`config.mk`:
```
export PLATFORM = sky130hd
export DESIGN_NAME = serdes_rx_packer
export DESIGN_NICKNAME = d
export VERILOG_FILES = /design/src/rtl/serdes_rx_packer.sv
export SDC_FILE = /design/constraint.sdc
export NUM_CORES = 1
export LEC_CHECK = 0
export CAP_MARGIN = 20
export CORE_MARGIN = 2
export CORE_UTILIZATION = 60
export CTS_CLUSTER_DIAMETER = 120
export CTS_CLUSTER_SIZE = 25
export DETAILED_ROUTE_END_ITERATION = 8
export PLACE_DENSITY = 0.9
export SLEW_MARGIN = 20
export SYNTH_ARGS = -nofsm -noshare
export SYNTH_HDL_FRONTEND = slang
export SYNTH_SLANG_ARGS = --single-unit
```
`constraint.sdc`:
```
create_clock -name clk_i -period 4.85 [get_ports clk_i]
set_clock_uncertainty 0.15 [all_clocks]
set_input_delay 0.485 -clock clk_i [delete_from_list [all_inputs] [get_ports clk_i]]
set_output_delay 0.485 -clock clk_i [all_outputs]
set_load 0.03 [all_outputs]
```
`src/rtl/serdes_rx_packer.sv`:
```
// serdes_rx_packer
//   Packs WORDS_PER_BEAT consecutive DATA_WIDTH words from the valid-only
//   serdes stream into one wide beat. Word 0 goes in the least-significant
//   slice. Beats are presented through a 2-entry valid/ready output buffer.
//   A beat that closes while the buffer is full and not draining is dropped,
//   and the sticky overflow flag is set.
//
// Ports
//   clk_i, rst_n_i  clock, asynchronous active-low reset
//   data_i/valid_i  incoming word stream (no backpressure)
//   flush_i         close the current partial beat (keep_o marks used words)
//   data_o/keep_o   buffer head beat and its word mask (0 when empty)
//   valid_o/ready_i output handshake
//   overflow_o      sticky flag: at least one beat was dropped
//   fill_o          words currently held in the assembly register
//
// Optional feature (macro SERDES_RX_PACKER_STATS_EN)
//   beats_o   saturating count of accepted pops
//   dropped_o saturating count of dropped beats
module serdes_rx_packer #(
    parameter int DATA_WIDTH     = 8,
    parameter int WORDS_PER_BEAT = 4
) (
    input  logic                                    clk_i,
    input  logic                                    rst_n_i,
    input  logic [DATA_WIDTH-1:0]                   data_i,
    input  logic                                    valid_i,
    input  logic                                    flush_i,
    output logic [DATA_WIDTH*WORDS_PER_BEAT-1:0]    data_o,
    output logic [WORDS_PER_BEAT-1:0]               keep_o,
    output logic                                    valid_o,
    input  logic                                    ready_i,
    output logic                                    overflow_o,
`ifdef SERDES_RX_PACKER_STATS_EN
    output logic [15:0]                             beats_o,
    output logic [15:0]                             dropped_o,
`endif
    output logic [$clog2(WORDS_PER_BEAT+1)-1:0]     fill_o
);

    localparam int FW = $clog2(WORDS_PER_BEAT + 1);
    localparam int BW = DATA_WIDTH * WORDS_PER_BEAT + WORDS_PER_BEAT;

    logic [WORDS_PER_BEAT-1:0][DATA_WIDTH-1:0] asm_q;
    logic [WORDS_PER_BEAT-1:0][DATA_WIDTH-1:0] beat_data;
    logic [WORDS_PER_BEAT-1:0]                 beat_keep;
    logic [FW-1:0]                             fill_q;
    logic [FW-1:0]                             words_in;
    logic                                      close;

    logic [1:0][BW-1:0] mem_q;
    logic               rd_ptr_q;
    logic               wr_ptr_q;
    logic [1:0]         count_q;
    logic               overflow_q;
    logic               pop;
    logic               push_ok;
    logic               drop;

    // Assembly register merged with this cycle's word; the beat that closes
    // therefore already contains the word arriving on the closing cycle.
    always_comb begin
        beat_data = asm_q;
        beat_keep = '0;
        words_in  = fill_q + FW'(valid_i);
        for (int unsigned k = 0; k < WORDS_PER_BEAT; k++) begin
            if (valid_i && fill_q == FW'(k)) begin
                beat_data[k] = data_i;
            end
            beat_keep[k] = (FW'(k) < words_in);
        end
        close = (valid_i && fill_q == FW'(WORDS_PER_BEAT - 1)) ||
                (flush_i && (fill_q != '0 || valid_i));
    end

    always_comb begin
        pop     = (count_q != 2'd0) && ready_i;
        push_ok = close && ((count_q != 2'd2) || pop);
        drop    = close && !push_ok;
    end

    always_ff @(posedge clk_i or negedge rst_n_i) begin
        if (!rst_n_i) begin
            asm_q      <= '0;
            fill_q     <= '0;
            mem_q      <= '0;
            rd_ptr_q   <= 1'b0;
            wr_ptr_q   <= 1'b0;
            count_q    <= 2'd0;
            overflow_q <= 1'b0;
        end else begin
            // Cleared on close so unused slots of the next partial beat are zero.
            if (close) begin
                asm_q  <= '0;
                fill_q <= '0;
            end else if (valid_i) begin
                asm_q  <= beat_data;
                fill_q <= words_in;
            end

            if (push_ok) begin
                mem_q[wr_ptr_q] <= {beat_keep, beat_data};
                wr_ptr_q        <= ~wr_ptr_q;
            end
            if (pop) begin
                rd_ptr_q <= ~rd_ptr_q;
            end
            case ({push_ok, pop})
                2'b10:   count_q <= count_q + 2'd1;
                2'b01:   count_q <= count_q - 2'd1;
                default: count_q <= count_q;
            endcase

            if (drop) begin
                overflow_q <= 1'b1;
            end
        end
    end

`ifdef SERDES_RX_PACKER_STATS_EN
    logic [15:0] beats_q;
    logic [15:0] dropped_q;

    always_ff @(posedge clk_i or negedge rst_n_i) begin
        if (!rst_n_i) begin
            beats_q   <= '0;
            dropped_q <= '0;
        end else begin
            if (pop && beats_q != '1) begin
                beats_q <= beats_q + 16'd1;
            end
            if (drop && dropped_q != '1) begin
                dropped_q <= dropped_q + 16'd1;
            end
        end
    end

    assign beats_o   = beats_q;
    assign dropped_o = dropped_q;
`endif

    assign valid_o           = (count_q != 2'd0);
    assign {keep_o, data_o}  = valid_o ? mem_q[rd_ptr_q] : '0;
    assign overflow_o        = overflow_q;
    assign fill_o            = fill_q;

endmodule
```
==> results of run 1 <==
## synthesized netlist by cell type (4+ instances only)
cell type    n  area [um^2]
and2_1      24          150
mux2_2      44          495
mux2_4      58          871
buf_6        7         78.8
clkbuf_1    10         37.5
inv_1        5         18.8
buf_2        4         20.0
nor2_1      40          150
mux2i_1     40          400
dfrtp_1    112         2800
and3_1       8         50.1
nand2_1      4         15.0
## power by group through the flow
stage | clock, mW | sequential (mW) | combinational [mW]
6_report | 0.567 | 1.44 | 1.39
5_1_grt | 0.615 | 1.48 | 1.48
4_1_cts | 0.573 | 1.44 | 1.40
3_5_place_dp | 0 | 1.46 | 1.39
3_3_place_gp | 0 | 1.43 | 1.35
2_1_floorplan | 0 | 1.33 | 1.12
## through the flow
stage          worst slack [ns]  instances  area, um^2  utilization, %
2_1_floorplan              2.58        389        5410               -
3_3_place_gp               1.54        532        5990            68.7
3_5_place_dp               1.40        532        5990            68.7
4_1_cts                    1.53        548        6190            71.0
5_1_grt                    1.58        548        6200            71.1
6_report                   1.72        548        6200            71.1
## final cells by class
cell class / count / area, um^2 / area share (%)
Clock inverter: 7 / 77.6 / 1.25
Tap cell: 108 / 135 / 2.18
Timing Repair Buffer: 60 / 593 / 9.56
Inverter: 5 / 18.8 / 0.303
Sequential cell: 112 / 2810 / 45.3
Multi-Input combinational cell: 247 / 2450 / 39.4
Clock buffer: 9 / 124 / 2.00
## sequential cells by signal (all words and copies together) (netlist names)
register,flops
wr_ptr_q,1
rd_ptr_q,1
asm_q,32
mem_q,72
overflow_o,1
fill_o,3
count_q,2
## per-layer routing
| layer | share of wire [%] | vias up | GRT usage [%] | wire length (um) |
|---|---|---|---|---|
| li1 | - | 1440 | - | - |
| met1 | 45 | 1613 | 33.3 | 4850 |
| met2 | 49 | 78 | 37.2 | 5300 |
| met3 | 4.1 | 16 | 3.48 | 443 |
| met4 | 1.7 | 0 | 8.43 | 178 |
| met5 | 0 | - | 0 | 0 |
## cells by family after synthesis
| kind of cell | count (synthesis) | share of synthesized area (%) |
|---|---|---|
| XOR/XNOR | 4 | 0.647 |
| AO/OA/AOI/OAI | 11 | 2.40 |
| buffers and inverters | 30 | 3.24 |
| multiplexers | 142 | 32.6 |
| adder cells (fa/ha/maj) | 2 | 0.462 |
| flip-flops | 112 | 51.8 |
| AND/OR/NAND/NOR | 88 | 8.83 |
## final timing paths
path | end | from | cells after the start
max | data_o[7] | count_q[0]$_DFFE_PN0P_ | 4
max in group asynchronous | rd_ptr_q$_DFFE_PN0P_ | rst_n_i | 2
min reg2reg | asm_q[24]$_DFFE_PN0P_ | asm_q[24]$_DFFE_PN0P_ | 1
min | mem_q[3]$_DFFE_PN0P_ | rst_n_i | 1
max reg2reg | mem_q[49]$_DFFE_PN0P_ | fill_o[1]$_DFFE_PN0P_ | 4
min in group clk_i | asm_q[24]$_DFFE_PN0P_ | asm_q[24]$_DFFE_PN0P_ | 1
==> impl_metrics.py, run 1 <==
metrics = {
    "place": {
        "portBuffers": 53,
        "finalWeightedCongestion": 0.744,
        "dp_hpwl_um": 7030,
    },
    "sta": {
        "tightest_slew_ns": 0.953,
        "hold_viol": 0,
        "finalSetupViolCount": 0,
        "fmax_ghz": 0.319,
        "setup_tns_ns": 0,
        "rsz0062_at_grt": "false",
        "max_slew_margin_pct": 36.4,
        "fin_crit_ns": 3.13,
        "hold-worst-slack_ns": 0.0743,
        "drv_slew": 0,
        "fin_crit_sh_pct": 64.6,
    },
    "pwr": {
        "p_clk_share_pct": 16.7,
        "power_switching_mw": 1.23,
        "p_int_mw": 2.17,
        "power_density_mw_per_mm2": 548,
        "ir_worst_vdd_mv": 0.318,
        "total_power_mw": 3.40,
        "p_sw_share_pct": 36.3,
        "power.leakage_nw": 3.01,
        "seq_power_share_pct": 42.5,
        "combPwrFrac_pct": 40.9,
    },
    "worst_setup_path": {
        "startpoint_type": "flop",
        "crit_arrival_ns": 2.50,
        "cpPeakStageDelay_ns": 0.61,
        "regToRegSetupSlack_ns": 2.05,
        "worst-path-buf-inv": 2,
        "critPathKind": "flop to output pin",
        "worstPathRequired_ns": 4.22,
        "worstPathMaxFanout": 25,
        "crit_path_top_delay_cell": "clkdlybuf4s50_1",
        "crit_family": "buffers and inverters",
        "end_kind": "output pin",
        "cp_cell_sequence": "nor2_2, buf_4, nor2_1, clkdlybuf4s50_1",
    },
    "clock_network": {
        "postCtsSetupBuffers": 0,
        "htreeDepth": 3,
        "cts-root-buf": "clkbuf_8",
        "cts_sinks": 112,
        "cts_hold_buffers": 0,
        "cts.repair.resized": 0,
        "worstSkewPairLatency_ns": 0.36,
        "cts_buffers": 9,
        "clock_path_buffers": 2,
        "clk_pin_slew_ns": 0.11,
        "cts_tree": "done",
    },
    "route": {
        "viasPerCell": 5.74,
        "vias": 3147,
        "drt_iter0_drc": 191,
        "drt-total-wl_um": 10800,
        "wl_per_cell_um": 19.7,
        "dr.pass1.iters": 4,
        "route.antenna.remaining_nets": 0,
        "drc": 0,
    },
    "final_layout": {
        "final_cell_mix": "dfrtp_1 (111), mux2_4 (58), clkdlybuf4s50_1 (52)",
        "final_common_cell": "dfrtp_1",
        "fillers": 578,
        "syn_to_final_growth_pct": 14.6,
        "diodes": 0,
        "fin_nets": 450,
        "layout-drive-gt1-share_pct": 30.9,
    },
    "grt": {
        "grt_pass1_vias": 3387,
        "antenna_found_initial": 0,
        "grt_usage_pct": 23.4,
        "grt_max_degree": 73,
        "grt_first_pass_wirelength_um": 17900,
        "gr-total-overflow": 0,
    },
    "floorplan": {
        "start_util_pct": 62.1,
        "die_h_um": 99.0,
        "io_pins": 54,
        "fp.dieW_um": 99.0,
        "die_area_mm2": 0.00980,
        "rows": 34,
        "core_mm2": 0.00872,
    },
    "yosys": {
        "ys_ff_latch": 112,
        "yosysUniqueCellTypes": 37,
        "netlist_area_mm2": 0.00541,
        "synth_flop_cell": "dfrtp_1",
        "synth_area_per_cell_um2": 13.9,
        "netlist_instances": 389,
        "syn_nets": 404,
        "synth-async-reset-ratio_pct": 100,
        "synth-edff-count": 0,
        "ys_warn_count": 0,
        "ys_seq_area_share_pct": 51.8,
    },
    "worst_hold_path": {
        "hold_class": "input pin to asynchronous set/reset pin",
    },
    "run_status": {
        "run_status": "complete, no violations",
    },
    "run": {
        "max-cap-violations": 0,
    },
}
(Power assumes the default switching activity.)
==> run 2, diff against run 1 <==
- CORE_UTILIZATION: 60 -> 57
- PLACE_DENSITY: 0.9 -> 0.87
- clock period: 4.85 -> 3.05 ns (I/O delays scaled with it)
==> run 2 against run 1 <==
Compared with the run above:
- first-iteration DRC count shrank 22%
- count of clock-buffer cells in the layout grew 2
- hold slack gained 0.25 ns
- sequential share of layout area shrank 0.86 points
- wire length grew 2.9%
- non-clock buffer count grew 9
- largest cell class unchanged
- largest power group is now combinational logic
- highest routed layer unchanged
==> impl_metrics.py, run 2 (synthesized netlist as in run 1, its figures left out) <==
metrics = {
    "worst_setup_path": {
        "worstPathMaxFanout": 12,
        "worstReg2RegStart": "fill_o[0]$_DFFE_PN0P_",
        "end_kind": "output pin",
        "r2r_end": "mem_q[51]$_DFFE_PN0P_",
        "startpoint_type": "flop",
        "worstPathRequired_ns": 2.59,
        "cpPeakStageDelay_ns": 0.60,
        "r2r_cells": 5,
        "cp_cell_sequence": "buf_4, mux2i_1, nor2_1, clkdlybuf4s50_1",
        "crit_path_top_delay_cell": "clkdlybuf4s50_1",
        "regToRegSetupSlack_ns": 0.89,
        "crit_arrival_ns": 2.15,
        "critPathKind": "flop to output pin",
    },
    "floorplan": {
        "core_mm2": 0.00924,
        "start_util_pct": 58.6,
        "fp.dieW_um": 101,
        "die_h_um": 101,
        "io_pins": 54,
        "rows": 35,
        "die_area_mm2": 0.0103,
    },
    "clock_network": {
        "cts-root-buf": "clkbuf_8",
        "cts_tree": "done",
        "worstSkewPairLatency_ns": 0.37,
        "clk_pin_slew_ns": 0.10,
        "cts_sinks": 112,
        "postCtsSetupBuffers": 0,
        "htreeDepth": 3,
        "cts_buffers": 9,
        "clock_path_buffers": 2,
    },
    "final_layout": {
        "fillers": 642,
        "syn_to_final_growth_pct": 16.7,
        "final_common_cell": "dfrtp_1",
        "diodes": 0,
        "fin_util_pct": 68.3,
        "largest_register_ffs": 72,
        "max_flop_register": "mem_q",
        "layout-drive-gt1-share_pct": 32.1,
        "final_cell_mix": "dfrtp_1 (111), mux2_4 (58), clkdlybuf4s50_1 (52)",
        "fin_nets": 459,
    },
    "sta": {
        "tightest_slew_ns": 0.833,
        "fin_crit_sh_pct": 85.3,
        "finalSetupViolCount": 0,
        "setup_tns_ns": 0,
        "hold_viol": 0,
        "drv_slew": 0,
        "fin_crit_ns": 2.60,
        "fmax_ghz": 0.384,
        "max_slew_margin_pct": 44.5,
        "rsz0062_at_grt": "false",
    },
    "pwr": {
        "p_sw_share_pct": 35.6,
        "power_density_mw_per_mm2": 868,
        "seq_power_share_pct": 39.6,
        "power_switching_mw": 1.95,
        "p_clk_share_pct": 16.7,
        "combPwrFrac_pct": 43.7,
        "ir_worst_vdd_mv": 0.543,
        "p_int_mw": 3.53,
        "power.leakage_nw": 3.07,
    },
    "worst_hold_path": {
        "hold_class": "flop to flop",
        "hp-start": "overflow_o$_DFFE_PN0P_",
        "whs_endpoint": "overflow_o$_DFFE_PN0P_",
        "min_path_cells": 1,
    },
    "route": {
        "drt-total-wl_um": 11100,
        "route.antenna.remaining_nets": 0,
        "vias": 3191,
        "dr.pass1.iters": 4,
        "drt_iter0_drc": 149,
        "drc": 0,
        "wl_per_cell_um": 19.2,
        "viasPerCell": 5.52,
    },
    "grt": {
        "antenna_found_initial": 0,
        "grt_pass1_vias": 3550,
        "grt_first_pass_wirelength_um": 18400,
        "grt_usage_pct": 23.6,
        "gr-total-overflow": 0,
        "grt_max_degree": 66,
    },
    "place": {
        "portBuffers": 53,
        "finalWeightedCongestion": 0.786,
        "dp_hpwl_um": 7370,
    },
    "run": {
        "max-cap-violations": 0,
    },
    "run_status": {
        "run_status": "complete, no violations",
    },
}
==> run 2: cell count changes in the layout (fill, tap and decap cells not counted) <==
cell and delta:
clkinv_4 -2, dfrtp_4 -1, clkbuf_8 +2, buf_12 +2
nor4b_2 +1, clkinv_2 +2, dfrtp_2 +1, dlygate4sd3_1 +1
inv_6 -1, clkinvlp_4 -1, buf_4 +6, nor4b_4 -1
==> run 2: worst max-delay path by stage <==
stage / startpoint / end / slack [ns] / cells past startpoint
floorplan: fill_o[1]$_DFFE_PN0P_ / mem_q[0]$_DFFE_PN0P_ / 0.78 / 4
global placement: valid_i / mem_q[50]$_DFFE_PN0P_ / 0.48 / 6
detailed placement: valid_i / mem_q[48]$_DFFE_PN0P_ / 0.42 / 6
CTS: rd_ptr_q$_DFFE_PN0P_ / data_o[29] / 0.49 / 4
global route: rd_ptr_q$_DFFE_PN0P_ / data_o[29] / 0.39 / 4
finish: rd_ptr_q$_DFFE_PN0P_ / data_o[29] / 0.45 / 4
==> run 2: power by group through the flow <==
stage | clock network (mW) | logic (mW) | registers, mW
final | 0.916 | 2.39 | 2.17
after global routing | 0.993 | 2.56 | 2.22
after CTS | 0.933 | 2.41 | 2.17
after detailed placement | 0 | 2.40 | 2.19
after global placement | 0 | 2.32 | 2.16
after floorplan | 0 | 1.77 | 2.11
==> run 2: metrics by stage <==
step	worst slack (ns)	area [um^2]	hold slack, ns	power [mW]	std cells
2_1_floorplan	0.779	5410	-0.141	3.88	389
3_3_place_gp	0.484	6100	0.296	4.48	561
3_5_place_dp	0.417	6100	0.298	4.59	561
4_1_cts	0.489	6310	0.322	5.52	578
5_1_grt	0.392	6310	0.350	5.77	578
6_report	0.448	6310	0.320	5.48	578
==> run 2: routing by layer <==
| metal | vias up | track usage [%] | wire length (um) |
|---|---|---|---|
| met3 | 21 | 3.31 | 322 |
| met4 | 0 | 8.63 | 244 |
| met1 | 1652 | 31.5 | 4990 |
| met5 | - | 0 | 0 |
| li1 | 1447 | - | - |
| met2 | 71 | 39.6 | 5530 |
==> run 2: critical path: cells and delay by family, from the launching register on <==
kind                   cells  cell delay [ns]
multiplexers               1             0.36
AND/OR/NAND/NOR            1             0.09
buffers and inverters      2             0.88
flip-flops                 1             0.44
==> run 2: repair_timing <==
| item | in CTS | in global routing |
|---|---|---|
| gates resized for setup | 0 | 0 |
| hold endpoints to repair | 64 | 0 |
| endpoints found under the setup margin | 0 | 0 |
| hold buffers | 1 | 0 |
==> run 2: layout make-up <==
class	count	area [um^2]	area share (%)
timing repair buffer	69	688	10.9
clock buffer	11	151	2.40
clock inverter	5	53.8	0.852
tap	129	161	2.56
inverter	5	18.8	0.297
multi-input combinational	247	2440	38.6
sequential	112	2800	44.4
==> run 3, diff against run 2 <==
- CORE_UTILIZATION: 57 -> 51
- PLACE_DENSITY: 0.87 -> 0.8
==> run 3 against run 2 <==
Compared with the run above:
- non-clock buffer count decreased by 1
- count of clock-buffer cells in the layout grew 2
- sequential power is essentially flat
- highest routed layer unchanged
- setup slack got worse by 0.070 ns
- die area is 11% higher
- largest power group unchanged
- first-iteration DRC count is 28% lower
- flip-flop and latch count unchanged
- register-to-register slack hardly changed
- wire length is 5.4% lower
==> impl_metrics.py, run 3 (synthesized netlist as in run 1, its figures left out) <==
metrics = {
    "place": {
        "portBuffers": 53,
        "dp_hpwl_um": 6890,
        "placed_cells": 567,
        "finalWeightedCongestion": 0.743,
        "dpl_cell_area_mm2": 0.00612,
    },
    "pwr": {
        "p_clk_share_pct": 15.8,
        "power_density_mw_per_mm2": 851,
        "total_power_mw": 5.38,
        "ir_worst_vdd_mv": 0.515,
        "p_int_mw": 3.47,
        "seq_power_share_pct": 40.8,
        "p_sw_share_pct": 35.5,
        "power_switching_mw": 1.91,
        "combPwrFrac_pct": 43.4,
        "power.leakage_nw": 3.05,
    },
    "grt": {
        "grt_pass1_vias": 3322,
        "grt_max_degree": 47,
        "grt_first_pass_wirelength_um": 17500,
        "antenna_found_initial": 0,
        "grt_usage_pct": 19.8,
        "gr-total-overflow": 0,
    },
    "sta": {
        "fmax_ghz": 0.374,
        "tightest_slew_ns": 0.600,
        "hold_viol": 0,
        "fin_crit_ns": 2.67,
        "setup_tns_ns": 0,
        "drv_slew": 0,
        "max_slew_margin_pct": 60.0,
        "finalSetupViolCount": 0,
        "fin_crit_sh_pct": 87.6,
        "rsz0062_at_grt": "false",
    },
    "worst_setup_path": {
        "crit_arrival_ns": 2.22,
        "crit_path_top_delay_cell": "clkdlybuf4s50_1",
        "end_kind": "output pin",
        "worstPathMaxFanout": 13,
        "cp_cell_sequence": "buf_4, mux2i_1, nor2_1, clkdlybuf4s50_1",
        "critPathKind": "flop to output pin",
        "cpPeakStageDelay_ns": 0.67,
        "startpoint_type": "flop",
        "worstPathRequired_ns": 2.59,
    },
    "clock_network": {
        "cts_tree": "done",
        "htreeDepth": 3,
        "clk_pin_slew_ns": 0.11,
        "clock_path_buffers": 2,
        "cts_buffers": 9,
        "cts_sinks": 112,
        "postCtsSetupBuffers": 0,
        "worstSkewPairLatency_ns": 0.35,
        "cts-root-buf": "clkbuf_8",
    },
    "floorplan": {
        "core_mm2": 0.0103,
        "rows": 37,
        "die_area_mm2": 0.0115,
        "fp.dieW_um": 107,
        "io_pins": 54,
        "die_h_um": 107,
        "start_util_pct": 52.4,
    },
    "worst_hold_path": {
        "hold_class": "input pin to asynchronous set/reset pin",
    },
    "route": {
        "drt-total-wl_um": 10500,
        "drc": 0,
        "dr.pass1.iters": 4,
        "wl_per_cell_um": 18.0,
        "viasPerCell": 5.25,
        "drt_iter0_drc": 107,
        "vias": 3066,
        "route.antenna.remaining_nets": 0,
    },
    "final_layout": {
        "fin_cells": 584,
        "final_cell_mix": "dfrtp_1 (111), mux2_4 (58), clkdlybuf4s50_1 (52)",
        "fin_nets": 458,
        "diodes": 0,
        "largest_register_ffs": 72,
        "fillers": 822,
        "final_common_cell": "dfrtp_1",
        "fin_area_mm2": 0.00632,
        "layout-drive-gt1-share_pct": 31.9,
        "syn_to_final_growth_pct": 16.8,
        "max_flop_register": "mem_q",
    },
    "run_status": {
        "run_status": "complete, no violations",
    },
    "run": {
        "max-cap-violations": 0,
    },
}
==> run 3: changes by cell type in the layout (fill, tap and decap cells not counted), sizes merged <==
cell	change
clkbuf	+2
buf	-1
bufinv	-1
clkinv	-1
clkinvlp	+1
inv	-1
==> run 3: metal layers <==
| metal | share of wire [%] | vias up | track usage (%) |
|---|---|---|---|
| met1 | 47 | 1559 | 27.8 |
| met3 | 2.4 | 14 | 2.49 |
| li1 | - | 1446 | - |
| met4 | 1.2 | 0 | 6.03 |
| met2 | 49 | 47 | 32.3 |
| met5 | 0 | - | 0 |
==> run 3: power groups by stage <==
stage / Sequential (mW) / Clock, mW / Combinational (mW)
after floorplan: 2.11 / 0 / 1.77
after global routing: 2.25 / 0.932 / 2.51
after global placement: 2.20 / 0 / 2.29
final: 2.19 / 0.850 / 2.34
after detailed placement: 2.22 / 0 / 2.36
after CTS: 2.20 / 0.866 / 2.37
==> run 3: worst max-delay path, delay by kind of cell (launching register included) <==
family / cells / cell delay [ns]
flip-flops: 1 / 0.66
buffers and inverters: 2 / 1.00
AND/OR/NAND/NOR: 1 / 0.10
multiplexers: 1 / 0.10
==> run 3: final timing paths <==
kind                                              from                     end  slack, ns  cells past startpoint
worst max register to register   fill_o[1]$_DFFE_PN0P_   mem_q[22]$_DFFE_PN0P_       0.89                      4
max in group asynchronous                      rst_n_i   mem_q[59]$_DFFE_PN0P_       1.70                      3
worst min-delay path                           rst_n_i   mem_q[46]$_DFFE_PN0P_       0.32                      2
worst max-delay path              rd_ptr_q$_DFFE_PN0P_              data_o[27]       0.38                      4
worst min register to register  overflow_o$_DFFE_PN0P_  overflow_o$_DFFE_PN0P_       0.32                      1
min in group clk_i              overflow_o$_DFFE_PN0P_  overflow_o$_DFFE_PN0P_       0.32                      1
==> run 3: final cells by class <==
type	instances	area, um^2	area share [%]
flip-flops and latches	112	2800	44.3
multi-input cells	247	2440	38.6
repair buffers	68	693	11.0
well taps	136	170	2.69
clock buffers	13	169	2.67
clock inverters	3	25.0	0.396
inverters	5	18.8	0.297
==> run 3: timing repair <==
item | CTS | global route
gates resized for setup | 0 | 0
endpoints found under the hold margin | 44 | 0
hold buffers | 1 | 0
==> run 3: per-stage QoR <==
| stage | hold slack (ns) | worst slack [ns] | util (%) |
|---|---|---|---|
| after global routing | 0.355 | 0.221 | 61.3 |
| final | 0.320 | 0.378 | 61.3 |
| after floorplan | -0.141 | 0.779 | - |
| after CTS | 0.327 | 0.344 | 61.3 |
| after global placement | 0.194 | 0.401 | 59.3 |
| after detailed placement | 0.197 | 0.363 | 59.3 |
